## config.mk

```make
export PLATFORM = sky130hd
export DESIGN_NAME = mem_bridge_flat
export DESIGN_NICKNAME = d
export VERILOG_FILES = /design/src/rtl/mem_bridge_if.sv /design/src/rtl/mem_bridge.sv /design/src/flat_wrapper.sv
export SDC_FILE = /design/constraint.sdc
export NUM_CORES = 1
export LEC_CHECK = 0
export BUFFER_PORTS_ARGS = -buffer_cell sky130_fd_sc_hd__buf_2
export CAP_MARGIN = 20
export CORE_UTILIZATION = 54
export DETAILED_ROUTE_END_ITERATION = 8
export HOLD_SLACK_MARGIN = 0.1
export PLACE_DENSITY = 0.82
export SLEW_MARGIN = 20
export SYNTH_ARGS = -nofsm -noshare
export SYNTH_HDL_FRONTEND = slang
export SYNTH_SLANG_ARGS = --single-unit
```

## constraint.sdc

```tcl
create_clock -name clk -period 3.1 [get_ports clk]
set_input_delay 0.31 -clock clk [delete_from_list [all_inputs] [get_ports clk]]
set_output_delay 0.31 -clock clk [all_outputs]
set_load 0.005 [all_outputs]
```

## src/rtl/mem_bridge_if.sv

```systemverilog
// Request bus from the sequencer plus the 8-bit asynchronous SRAM pins, bundled for mem_bridge.
// The bridge connects through the slave modport; the requester/SRAM side uses master.
interface mem_bridge_if #(
    parameter int ADDR_W = 20
) ();
    logic [31:0]       addr;
    logic [31:0]       wdata;
    logic              mem_read;
    logic              mem_write;
    logic [3:0]        mem_size;
    logic [31:0]       rdata;
    logic              rdata_valid;
    logic              busy;
    logic              fault;
    logic [ADDR_W-1:0] ext_addr;
    logic [7:0]        ext_dout;
    logic [7:0]        ext_din;
    logic              ext_oe_n;
    logic              ext_we_n;

    modport master (
        output addr, wdata, mem_read, mem_write, mem_size, ext_din,
        input  rdata, rdata_valid, busy, fault, ext_addr, ext_dout, ext_oe_n, ext_we_n
    );

    modport slave (
        input  addr, wdata, mem_read, mem_write, mem_size, ext_din,
        output rdata, rdata_valid, busy, fault, ext_addr, ext_dout, ext_oe_n, ext_we_n
    );
endinterface

```

## src/rtl/mem_bridge.sv

```systemverilog
// Converts 32-bit load/store/fetch requests into byte-serial cycles on an 8-bit async SRAM,
// stalling the requester and returning sign/zero-extended load data.
module mem_bridge #(
    parameter int ADDR_W      = 20,
    parameter int WAIT_STATES = 0
) (
    input  logic         clk,
    input  logic         reset_n,
    mem_bridge_if.slave  bus
);
    localparam logic [1:0] S_IDLE = 2'd0;
    localparam logic [1:0] S_XFER = 2'd1;
    localparam logic [1:0] S_DONE = 2'd2;

    localparam logic [2:0] WAIT_LAST = 3'(WAIT_STATES);

    logic [1:0]        state_q, state_d;
    logic [1:0]        cnt_q, cnt_d;
    logic [2:0]        wait_q, wait_d;
    logic [3:0]        size_q, size_d;
    logic              write_q, write_d;
    logic [31:0]       wdata_q, wdata_d;
    logic [31:0]       buf_q, buf_d;
    logic [31:0]       rdata_q, rdata_d;
    logic              rvalid_q, rvalid_d;
    logic [ADDR_W-1:0] ext_addr_q, ext_addr_d;
    logic              we_n_q;

    logic              req, conflict, misalign, accept;
    logic              in_byte, in_half, in_word;
    logic              wait_done, we_low;
    logic [1:0]        last_cnt;
    logic [31:0]       asm_data;
    logic              unused_addr;

    assign unused_addr = ^bus.addr;

    function automatic logic [31:0] extend(input logic [31:0] raw, input logic [3:0] size);
        logic [31:0] res;
        res = raw;
        if (size[3])      res = {{24{raw[7]}}, raw[7:0]};
        else if (size[2]) res = {24'd0, raw[7:0]};
        else if (size[1]) res = {{16{raw[15]}}, raw[15:0]};
        else if (size[0]) res = {16'd0, raw[15:0]};
        return res;
    endfunction

    // Request decode, evaluated against the live inputs while IDLE.
    assign req      = bus.mem_read ^ bus.mem_write;
    assign conflict = bus.mem_read & bus.mem_write;
    assign in_byte  = bus.mem_size[3] | bus.mem_size[2];
    assign in_half  = !in_byte && (bus.mem_size[1] | bus.mem_size[0]);
    assign in_word  = !in_byte && !in_half;
    assign misalign = (in_half && bus.addr[0]) || (in_word && (bus.addr[1:0] != 2'b00));
    assign accept   = req && !misalign;

    always_comb begin
        if (size_q[3] | size_q[2])      last_cnt = 2'd0;
        else if (size_q[1] | size_q[0]) last_cnt = 2'd1;
        else                            last_cnt = 2'd3;
    end

    assign wait_done = (wait_q == WAIT_LAST);

    // Load buffer with the byte currently on the SRAM pins merged into its lane.
    always_comb begin
        asm_data = buf_q;
        asm_data[{cnt_q, 3'b000} +: 8] = bus.ext_din;
    end

    always_comb begin
        // NOTE: every next-state signal defaults to its current value first, so no path
        // through the case can leave one unassigned and infer a latch.
        state_d    = state_q;
        cnt_d      = cnt_q;
        wait_d     = wait_q;
        size_d     = size_q;
        write_d    = write_q;
        wdata_d    = wdata_q;
        buf_d      = buf_q;
        rdata_d    = rdata_q;
        rvalid_d   = 1'b0;
        ext_addr_d = ext_addr_q;

        case (state_q)
            S_IDLE: begin
                if (accept) begin
                    state_d    = S_XFER;
                    cnt_d      = 2'd0;
                    wait_d     = 3'd0;
                    size_d     = bus.mem_size;
                    write_d    = bus.mem_write;
                    wdata_d    = bus.mem_write ? bus.wdata : 32'd0;
                    buf_d      = 32'd0;
                    ext_addr_d = bus.addr[ADDR_W-1:0];
                end
            end
            S_XFER: begin
                if (wait_done) begin
                    wait_d = 3'd0;
                    if (!write_q) buf_d = asm_data;
                    if (cnt_q == last_cnt) begin
                        state_d = S_DONE;
                        if (!write_q) begin
                            rdata_d  = extend(asm_data, size_q);
                            rvalid_d = 1'b1;
                        end
                    end else begin
                        cnt_d      = cnt_q + 2'd1;
                        ext_addr_d = ext_addr_q + 1'b1;
                        wdata_d    = wdata_q >> 8;
                    end
                end else begin
                    wait_d = wait_q + 3'd1;
                end
            end
            default: state_d = S_IDLE;
        endcase
    end

    always_ff @(posedge clk or negedge reset_n) begin
        if (!reset_n) begin
            state_q    <= S_IDLE;
            cnt_q      <= 2'd0;
            wait_q     <= 3'd0;
            size_q     <= 4'd0;
            write_q    <= 1'b0;
            wdata_q    <= 32'd0;
            buf_q      <= 32'd0;
            rdata_q    <= 32'd0;
            rvalid_q   <= 1'b0;
            ext_addr_q <= '0;
        end else begin
            // NOTE: state registers use non-blocking assignment so every flop samples
            // the pre-edge values, independent of statement order.
            state_q    <= state_d;
            cnt_q      <= cnt_d;
            wait_q     <= wait_d;
            size_q     <= size_d;
            write_q    <= write_d;
            wdata_q    <= wdata_d;
            buf_q      <= buf_d;
            rdata_q    <= rdata_d;
            rvalid_q   <= rvalid_d;
            ext_addr_q <= ext_addr_d;
        end
    end

    // Strobe is retimed to the falling edge so address/data settle half a cycle either side.
    assign we_low = (state_q == S_XFER) && write_q && ((WAIT_LAST == 3'd0) || !wait_done);

    always_ff @(negedge clk or negedge reset_n) begin
        if (!reset_n) we_n_q <= 1'b1;
        else          we_n_q <= !we_low;
    end

    assign bus.busy        = reset_n && (((state_q == S_IDLE) && accept) || (state_q == S_XFER));
    assign bus.fault       = reset_n && (state_q == S_IDLE) && (conflict || (req && misalign));
    assign bus.rdata       = rdata_q;
    assign bus.rdata_valid = rvalid_q;
    assign bus.ext_addr    = ext_addr_q;
    assign bus.ext_dout    = wdata_q[7:0];
    assign bus.ext_oe_n    = !((state_q == S_XFER) && !write_q);
    assign bus.ext_we_n    = we_n_q;
endmodule

```

## src/flat_wrapper.sv

```systemverilog
// flat-port wrapper written by rule: the top's interface ports become plain ports
module mem_bridge_flat 
#(
    parameter int ADDR_W      = 20,
    parameter int WAIT_STATES = 0
)
  (clk, reset_n, bus_addr, bus_wdata, bus_mem_read, bus_mem_write, bus_mem_size, bus_ext_din, bus_rdata, bus_rdata_valid, bus_busy, bus_fault, bus_ext_addr, bus_ext_dout, bus_ext_oe_n, bus_ext_we_n);
  mem_bridge_if #(.ADDR_W(ADDR_W)) bus_i ();
  input  logic clk;
  input  logic reset_n;
  input wire logic [$bits(bus_i.addr)-1:0] bus_addr;
  input wire logic [$bits(bus_i.wdata)-1:0] bus_wdata;
  input wire logic [$bits(bus_i.mem_read)-1:0] bus_mem_read;
  input wire logic [$bits(bus_i.mem_write)-1:0] bus_mem_write;
  input wire logic [$bits(bus_i.mem_size)-1:0] bus_mem_size;
  input wire logic [$bits(bus_i.ext_din)-1:0] bus_ext_din;
  output wire logic [$bits(bus_i.rdata)-1:0] bus_rdata;
  output wire logic [$bits(bus_i.rdata_valid)-1:0] bus_rdata_valid;
  output wire logic [$bits(bus_i.busy)-1:0] bus_busy;
  output wire logic [$bits(bus_i.fault)-1:0] bus_fault;
  output wire logic [$bits(bus_i.ext_addr)-1:0] bus_ext_addr;
  output wire logic [$bits(bus_i.ext_dout)-1:0] bus_ext_dout;
  output wire logic [$bits(bus_i.ext_oe_n)-1:0] bus_ext_oe_n;
  output wire logic [$bits(bus_i.ext_we_n)-1:0] bus_ext_we_n;
  assign bus_i.addr = bus_addr;
  assign bus_i.wdata = bus_wdata;
  assign bus_i.mem_read = bus_mem_read;
  assign bus_i.mem_write = bus_mem_write;
  assign bus_i.mem_size = bus_mem_size;
  assign bus_i.ext_din = bus_ext_din;
  assign bus_rdata = bus_i.rdata;
  assign bus_rdata_valid = bus_i.rdata_valid;
  assign bus_busy = bus_i.busy;
  assign bus_fault = bus_i.fault;
  assign bus_ext_addr = bus_i.ext_addr;
  assign bus_ext_dout = bus_i.ext_dout;
  assign bus_ext_oe_n = bus_i.ext_oe_n;
  assign bus_ext_we_n = bus_i.ext_we_n;
  mem_bridge #(.ADDR_W(ADDR_W), .WAIT_STATES(WAIT_STATES)) u_core (.clk(clk), .reset_n(reset_n), .bus(bus_i));
endmodule
```

* After elaboration in Yosys (flattened, before gate mapping) *
Index checks and enable logic that the tools add are counted.

storage, ports and cells
  bits in registers = 130
  input port bits = 80
  output and inout port bits = 65
  word-level logic and storage cells = 97

cells by class
  $add $sub $neg = 4
  equality and inequality tests = 7
  shift-type cells = 2
  multiplexer cells = 35
  bitwise operators = 7
  reductions and logical operators = 31

operators by type and width
  kind                                                    count
  2-to-1 mux 32 bit                                       11
  case mux 32 bit (2 select lines)                        2
  2-to-1 mux 20 bit                                       3
  case mux 20 bit (2 select lines)                        1
  bitwise mux 32 bit                                      1
  variable shift 8 x 7 -> 32 bit (first input constant)   1
  variable part select 8 x 7 -> 32 bit                    1
  adder 20 x 1 -> 20 bit (second input constant)          1
  2-to-1 mux 2 bit                                        8
  logical AND 1 bit                                       12
  AND reduction 4 bit                                     3
  case mux 2 bit (2 select lines)                         2
  negation 5 -> 7 bit                                     1
  logical NOT 1 bit                                       6
  2-to-1 mux 3 bit                                        2
  inequality test 2 x 1 -> 1 bit (second input constant)  3
  case mux 3 bit (2 select lines)                         1
  2-to-1 mux 1 bit                                        4
  inequality test 2 bit (second input constant)           2
  bitwise OR 1 bit                                        4
  AND reduction 2 bit                                     2
  nonzero test 2 bit                                      2
  adder 3 x 1 -> 3 bit (second input constant)            1
  logical NOT 3 bit                                       1
  other kinds (9)                                         11

* Longest topological paths before layout *
Gate-level depths: netlist of run 1.

  depth in word-level cells = 12
  depth in mapped cells = 10
  gate-level depth less buffers = 7

==> impl_results.md, run 1 <==
- Wire length per cell: 16.8 um
- Number of buffers added on ports: 132
- CP Capture Type: output pin
- Die Y: 110 um
- Num Clock Sinks: 130
- Share of cells above drive strength 1: 23.7%
- Largest stage delay, worst path: 0.51 ns
- Row cnt: 38
- Max-slew violation count: 0
- Seq/Total Area, Yosys: 52.1%
- Wirelength, routed: 15100 um
- WP buf/inv: 1
- Congestion Overflow GR: 0
- Max_slew headroom: 44.3%
- Synth-to-layout area growth: 20.5%
- Die Wd: 110 um
- CTS buffer count: 17
- Via count: 5474
- Fin. Hold Viols: 0
- Clk_skew: 0.0220 ns
- NumNets Final: 839
- Synth Instances: 636
- TritonRoute pass-1 iters: 5
- Crit path max fanout: 1
- DPL Wire Length: 10300 um
- GRT Util Overall: 27.1%
- Prevailing post-synth register cell: dfrtp_1
- Mapped Avg Cell Area: 9.81 um2
- Setup violators final: 0
- Worst setup startpoint: u_core.bus.ext_we_n
- Worst Setup Start Kind: register
- Worst R2R Start: u_core.cnt_q[0]
- R2R depth: 7
- Arrival time at the worst endpoint: 2.60 ns
- Synth Cell Area: 6240 um2
- Initial antenna violation count: 0
- Worst Tran Pin Value: 0.836 ns
- Cell chain of the critical path: buf_2
- Iter 0 DRT Violations: 419
- Vias in the first global route: 5111
- Cell family with most CP delay: flip-flops
- CP Class: reg -> out
- Worst path slowest cell: dfstp_2
- Yosys reg bits: 130
- FF-to-FF End: u_core.bus.rdata[21]
- CTS H-tree lvls: 4
- Initial Util: 56.6%
- Asr flop ratio synth: 100%
- Die Footprint: 12000 um2
- Final Util: 68.2%
- Leakage power: 0.00355 uW
- DR vias/cell: 6.08
- Worst-Skew Late Latency: 0.44 ns
- Post-CTS Setup Inserts: 0
- Synth Warn #: 0
- CTS clk-pin slew, worst paths: 0.05 ns
- Critical Path RT: 2.79 ns
- Syn nets: 725
- R2R Setup Slk: 0.31 ns
- First-pass GRT wire length: 24700 um
- Post-synthesis cell type count: 53
- Hold WC Path Type: in -> async
- TritonCTS clock tree: built
- Core area: 11000 um2
- Setup TNS: 0 ns
- Remaining antenna violation count: 0
- Root buffer cell: clkbuf_16
- Outcome: finished clean
- Layout fillers: 837
- PD cells: 1030 nW/um2
- IO Pins: 145
- RSZ-0062 raised after global routing: no
- Clock Path Buffers: 2
- Peak VDD IR: 0.000599 V
- # diodes: 0
- Largest net degree at the start of global routing: 70
- EDFF count, synth: 0
- Max_cap viols: 0
- DRC viols: 0
- Placer Congestion: 0.828
-- sequential cells by signal, indices dropped and copies added, names as in the netlist --
name / flops
u_core.bus.rdata_valid: 1
u_core.buf_q: 32
u_core.bus.rdata: 32
u_core.bus.ext_we_n: 1
u_core.cnt_q: 2
u_core.write_q: 1
u_core.size_q: 4
u_core.wdata_q: 32
u_core.wait_q: 3
u_core.bus.ext_addr: 20
u_core.state_q: 2
-- worst max path at each step --
| stage | endpoint | depth (start not counted) |
|---|---|---|
| 2_1_floorplan | u_core.bus.ext_we_n | 4 |
| 3_3_place_gp | u_core.bus.rdata[30] | 7 |
| 3_5_place_dp | u_core.bus.rdata[28] | 7 |
| 4_1_cts | bus_ext_we_n | 1 |
| 5_1_grt | bus_ext_we_n | 1 |
| 6_report | bus_ext_we_n | 1 |
-- layout by cell type, fill, tap and decap left out, types with 15 or more instances in the layout --
master / Yosys / layout
buf_2: 11 / 131
dfrtp_1: 129 / 129
nand2_1: 62 / 62
a21oi_1: 60 / 60
nor2_1: 51 / 51
o21ai_1: 42 / 42
a22o_1: 34 / 34
and3_1: 29 / 29
o22a_1: 21 / 21
clkbuf_16: 0 / 17
a221oi_1: 16 / 16
nand3_1: 15 / 15
-- layer usage --
metal  GRT usage, %  up-vias  routed length, um  part of all wire [%]
li1               -     2559                  -                     -
met1           34.3     2649               6420                    42
met2           42.3      239               7100                    47
met3           10.3       27               1360                   9.0
met4           10.0        0                254                   1.7
met5              0        -                  0                     0
-- where the power goes --
| group | switching (uW) | total [uW] | internal (uW) |
|---|---|---|---|
| registers | 454 | 2780 | 2330 |
| logic | 1800 | 3100 | 1300 |
| clock network | 680 | 1850 | 1170 |
| total | 2940 | 7740 | 4800 |
-- kinds of logic (layout without fill, tap and decap cells) --
kind of cell,after synthesis,count (layout),synth area share (%)
flip-flops,130,130,52.1
adder cells (fa/ha/maj),9,9,1.80
multiplexers,3,3,0.501
buffers and inverters,63,188,4.67
AND/OR/NAND/NOR,195,195,15.1
AO/OA/AOI/OAI,236,236,25.8
-- through the flow --
step,hold WS [ns],cell area (um2),worst slack [ns],power (uW),std cells
detailed placement,0.473,6930,-0.0498,5890,867
CTS,0.100,7520,0.167,7770,901
global placement,0.462,6930,0.182,5740,867
finish,0.109,7520,0.187,7740,901
floorplan,0.0144,6240,0.338,4920,636
global route,0.101,7520,0.146,8310,901
-- synthesized netlist by cell type, types with 4 or more instances --
cell type  instances  share of area [%]
dfrtp_1          129                 52
a221oi_1          16                2.2
a21oi_1           60                4.8
a22oi_1            8               0.96
inv_1              9               0.54
buf_2             11               0.88
a22o_1            34                4.8
a31oi_1            4               0.40
o21ai_1           42                3.4
nor2b_1            9               0.90
and3_1            29                2.9
buf_4              9                1.1
o211ai_1           9                1.1
nand3_1           15                1.2
a32oi_1            4               0.56
o21ai_0            4               0.32
ha_1               9                1.8
o22ai_1           10                1.0
nand2_1           62                3.7
nor3_1             4               0.32
nor2_1            51                3.1
o21a_1             9                1.1
clkbuf_1          30                1.8
o22a_1            21                2.9
-- worst register-to-register path, delay by kind of cell, from the launching register on --
family | cells | cell delay (ns)
flops | 1 | 0.52
compound gates | 2 | 0.47
fa+ha+maj | 1 | 0.39
buf+inv | 1 | 0.17
simple gates | 3 | 1.20
-- area by class of cell --
cell class | instances | area, um2 | share of cell area (%)
flip-flops and latches | 130 | 3250 | 43.3
clock inverters | 6 | 56.3 | 0.748
repair buffers | 149 | 801 | 10.6
clock buffers | 25 | 495 | 6.59
inverters | 8 | 30.0 | 0.399
well taps | 140 | 175 | 2.33
multi-input cells | 443 | 2710 | 36.0
-- repair_timing --
item	in CTS	in global routing
endpoints found under the hold margin	4	0
gates resized for setup	1	0
hold buffers	4	0
setup endpoints to repair	16	0
Power figures use the tool's default switching activity.
==> run 2, diff against run 1 <==
Settings changed: PLACE_DENSITY 0.82 to 0.88.
==> impl_results.md, run 2 (same netlist as run 1, synthesis figures left out) <==
- Setup TNS: 0 ns (unchanged)
- CP Class: reg -> out
- Worst setup startpoint: u_core.bus.ext_we_n
- CP Capture Type: output pin
- CTS clk-pin slew, worst paths: 0.06 ns (about the same)
- Worst Tran Pin Value: 0.834 ns (-0.00140 ns)
- PD cells: 1060 nW/um2 (+3.0%)
- Num Clock Sinks: 130 (unchanged)
- Root buffer cell: clkbuf_16
- Die Wd: 110 um (unchanged)
- R2R depth: 7 (unchanged)
- Leakage power: 0.00359 uW (+1.0%)
- Critical Path RT: 2.79 ns (about the same)
- Arrival time at the worst endpoint: 2.59 ns (about the same)
- Worst-Skew Late Latency: 0.44 ns (about the same)
- CTS buffer count: 17 (unchanged)
- R2R Setup Slk: 0.38 ns (+0.07 ns)
- Wire length per cell: 17.4 um (+3.5%)
- Vias in the first global route: 5299 (+3.7%)
- Hold WC Path Type: in -> reg
- # resized after CTS: 0 (-1)
- Core area: 11000 um2 (unchanged)
- FF-to-FF End: u_core.bus.rdata[19]
- Final Util: 69.1% (+0.94 points)
- Die Y: 110 um (unchanged)
- Worst Setup Start Kind: register
- Die Footprint: 12000 um2 (unchanged)
- Initial Util: 56.6% (unchanged)
- Largest net degree at the start of global routing: 59 (-16%)
- Largest stage delay, worst path: 0.50 ns (about the same)
- WP buf/inv: 1 (unchanged)
- Max_slew headroom: 43.9% (-0.33 points)
- NumNets Final: 840 (+0.12%)
- Remaining antenna violation count: 0 (unchanged)
- Placer Congestion: 0.801 (-3.3%)
- Most common cell after layout, fill and taps aside: buf_2
- Peak VDD IR: 0.000720 V (+20%)
- First-pass GRT wire length: 25500 um (+3.1%)
- TritonCTS clock tree: built
- CTS Hold Buffers Added: 4 (unchanged)
- Crit path max fanout: 1 (unchanged)
- Initial antenna violation count: 0 (unchanged)
- TritonRoute pass-1 iters: 7 (+2)
- DPL Wire Length: 10500 um (+2.5%)
- DRC viols: 0 (unchanged)
- Synth-to-layout area growth: 22.2%
- Wirelength, routed: 15700 um (+3.8%)
- Post-CTS Setup Inserts: 0 (unchanged)
- IO Pins: 145 (unchanged)
- Worst R2R Start: u_core.cnt_q[0]
- Row cnt: 38 (unchanged)
- Fin. Hold Viols: 0 (unchanged)
- Number of buffers added on ports: 132 (unchanged)
- Hold Path Cell Cnt: 3
- Hold Path End: u_core.size_q[1]
- Setup violators final: 0 (unchanged)
- GRT Util Overall: 27.7% (+0.65 points)
- CTS H-tree lvls: 4 (unchanged)
- Iter 0 DRT Violations: 293 (-30%)
- Clock Path Buffers: 2 (unchanged)
- Worst path slowest cell: dfstp_2
- Share of cells above drive strength 1: 24.5% (+0.82 points)
- Cell chain of the critical path: buf_2
- Most frequent cells in the layout: 131 x buf_2, 129 x dfrtp_1, 62 x nand2_1
- Via count: 5528 (+0.99%)
- Outcome: finished clean
- # diodes: 0 (unchanged)
- DR vias/cell: 6.12 (+0.65%)
- RSZ-0062 raised after global routing: no
- Cell family with most CP delay: flip-flops
- HP Start: bus_mem_size[1]
- Max-slew violation count: 0 (unchanged)
- Congestion Overflow GR: 0 (unchanged)
- Clk_skew: 0.0163 ns (-0.00565 ns)
- Max_cap viols: 0 (unchanged)
[run 2: tightest hold or removal path: stages]
cell	delay, ns
buf_2	0.09
nand2_1	0.04
nand2_1	0.05
[run 2: through the flow]
stage | setup WS (ns) | power, uW | cells | hold WS [ns] | instance area, um2
2_1_floorplan | 0.338 | 4920 | 636 | 0.0144 | 6240
3_3_place_gp | 0.609 | 5740 | 868 | 0.220 | 6950
3_5_place_dp | 0.428 | 5920 | 868 | 0.223 | 6950
4_1_cts | 0.192 | 8090 | 904 | 0.101 | 7630
5_1_grt | 0.113 | 8610 | 904 | 0.107 | 7630
6_report | 0.204 | 8080 | 904 | 0.104 | 7630
[run 2: metal layers]
| layer | vias to the layer above | GRT usage (%) | share of wire [%] |
|---|---|---|---|
| met2 | 277 | 45.6 | 49 |
| met3 | 21 | 9.60 | 9.2 |
| met1 | 2652 | 34.2 | 41 |
| met4 | 0 | 9.14 | 1.2 |
| met5 | - | 0 | 0 |
| li1 | 2578 | - | - |
[run 2: area by class of cell]
cell class,count,area [um2]
Timing Repair Buffer,150,821
Sequential cell,130,3250
Tap cell,140,175
Fill cell,819,3400
Clock buffer,19,453
Multi-Input combinational cell,443,2710
Inverter,8,30.0
Clock inverter,14,188
[run 2: worst max path at each step]
stage	to	slack, ns	cells after the start
final	bus_ext_we_n	0.20	1
after global routing	u_core.bus.rdata[22]	0.11	7
after CTS	bus_ext_we_n	0.19	1
after detailed placement	u_core.bus.rdata[19]	0.43	7
after global placement	u_core.bus.rdata[20]	0.61	7
after floorplan	u_core.bus.ext_we_n	0.34	4
[run 2: report_power, final]
part	switching [uW]	internal, uW	leakage [uW]	total [uW]
Combinational	1790	1320	0.00163	3110
Sequential	499	2330	0.00166	2830
Clock	760	1380	0.000299	2140
==> run 3, diff against run 2 <==
Settings changed: PLACE_DENSITY 0.88 to not set, PLACE_DENSITY_LB_ADDON set to 0.3.
==> impl_results.md, run 3 (same netlist as run 1, synthesis figures left out) <==
- Remaining antenna violation count: 0 (unchanged)
- TritonRoute pass-1 iters: 5 (-2)
- CP Class: reg -> out
- Outcome: finished clean
- CTS Hold Buffers Added: 0 (-4)
- Wirelength, routed: 15800 um (+0.55%)
- Initial antenna violation count: 0 (unchanged)
- Vias in the first global route: 5201 (-1.8%)
- Congestion Overflow GR: 0 (unchanged)
- First-pass GRT wire length: 25900 um (+1.7%)
- Worst Tran Pin Value: 1.07 ns (+0.236 ns)
- CTS H-tree lvls: 4 (unchanged)
- Crit path max fanout: 1 (unchanged)
- Max_cap viols: 0 (unchanged)
- Die Wd: 110 um (unchanged)
- Core area: 11000 um2 (unchanged)
- # placed instances: 867 (-0.12%)
- DRC viols: 0 (unchanged)
- DPL Wire Length: 10600 um (+0.42%)
- Initial Util: 56.6% (unchanged)
- Max-slew violation count: 0 (unchanged)
- Peak VDD IR: 0.000628 V (-13%)
- Cell chain of the critical path: buf_2
- Die Footprint: 12000 um2 (unchanged)
- PD cells: 1060 nW/um2 (about the same)
- Layout fillers: 855 (+4.4%)
- Hold WC Path Type: in -> async
- Cell family with most CP delay: flip-flops
- Most common cell after layout, fill and taps aside: buf_2
- Placer Congestion: 0.855 (+6.8%)
- CP Capture Type: output pin
- Number of buffers added on ports: 132 (unchanged)
- Worst Setup Start Kind: register
- Fin. Hold Viols: 0 (unchanged)
- WP buf/inv: 1 (unchanged)
- CTS clk-pin slew, worst paths: 0.05 ns (about the same)
- Largest stage delay, worst path: 0.51 ns (about the same)
- Iter 0 DRT Violations: 355 (+21%)
- # diodes: 0 (unchanged)
- Leakage power: 0.00357 uW (-0.62%)
- GRT Util Overall: 28.6% (+0.91 points)
- Final Non-Filler Cells: 900 (-0.44%)
- Row cnt: 38 (unchanged)
- Worst-Skew Late Latency: 0.43 ns (about the same)
- IO Pins: 145 (unchanged)
- Post-CTS Setup Inserts: 0 (unchanged)
- Setup violators final: 0 (unchanged)
- Wire length per cell: 17.6 um (+0.99%)
- CTS buffer count: 17 (unchanged)
- Num Clock Sinks: 130 (unchanged)
- TritonCTS clock tree: built
- Final Hold Slack: 0.103 ns (-0.000842 ns)
- Synth-to-layout area growth: 21.3%
- Critical Path RT: 2.79 ns (about the same)
- Root buffer cell: clkbuf_16
- # resized after CTS: 0 (unchanged)
- Max_slew headroom: 28.5% (-15 points)
- Setup TNS: 0 ns (unchanged)
- Largest net degree at the start of global routing: 80 (+36%)
- RSZ-0062 raised after global routing: no
- Most frequent cells in the layout: 131 x buf_2, 129 x dfrtp_1, 62 x nand2_1
- Arrival time at the worst endpoint: 2.60 ns (about the same)
- Die Y: 110 um (unchanged)
- Clk_skew: 0.0237 ns (+0.00738 ns)
- Clock Path Buffers: 2 (unchanged)
- Via count: 5440 (-1.6%)
- NumNets Final: 836 (-0.48%)
- Worst path slowest cell: dfstp_2
- DR vias/cell: 6.04 (-1.2%)
- Share of cells above drive strength 1: 24.3% (-0.13 points)
## run 3: final cells by class
cell class              instances  area, um2  area share, %
repair buffers                145        773           10.2
clock inverters                10        131           1.74
well taps                     140        175           2.31
multi-input cells             444       2720           35.9
clock buffers                  23        488           6.45
flip-flops and latches        130       3250           43.0
inverters                       8       30.0          0.397
## run 3: path summary, 6_finish.rpt
| check | from | endpoint | slack, ns | cells past startpoint |
|---|---|---|---|---|
| max | u_core.bus.ext_we_n | bus_ext_we_n | 0.19 | 1 |
| min | reset_n | u_core.size_q[3] | 0.10 | 2 |
| max reg2reg | u_core.wait_q[0] | u_core.bus.rdata[19] | 0.27 | 7 |
| min reg2reg | u_core.bus.rdata[15] | u_core.bus.rdata[15] | 0.48 | 1 |
| max in group asynchronous | reset_n | u_core.bus.ext_we_n | 1.66 | 1 |
| min in group clk | bus_wdata[26] | u_core.wdata_q[26] | 0.11 | 2 |
## run 3: metal layers
layer,GRT usage [%],part of all wire [%],vias up
li1,-,-,2562
met1,36.4,42,2660
met2,47.0,50,193
met3,7.82,6.2,25
met4,10.6,1.8,0
met5,0,0,-
## run 3: through the flow
step | worst slack (ns) | instance area [um2] | total power [uW] | util [%]
6_report | 0.191 | 7570 | 8020 | 68.6
5_1_grt | 0.0297 | 7570 | 8600 | 68.6
4_1_cts | 0.181 | 7570 | 8040 | 68.6
3_5_place_dp | -0.0792 | 6950 | 5940 | 63.0
3_3_place_gp | 0.186 | 6950 | 5800 | 63.0
2_1_floorplan | 0.338 | 6240 | 4920 | -
## run 3: report_power, final
group	total, uW	switching (uW)	internal (uW)
combinational	3160	1830	1330
sequential	2800	469	2330
clock	2060	715	1350
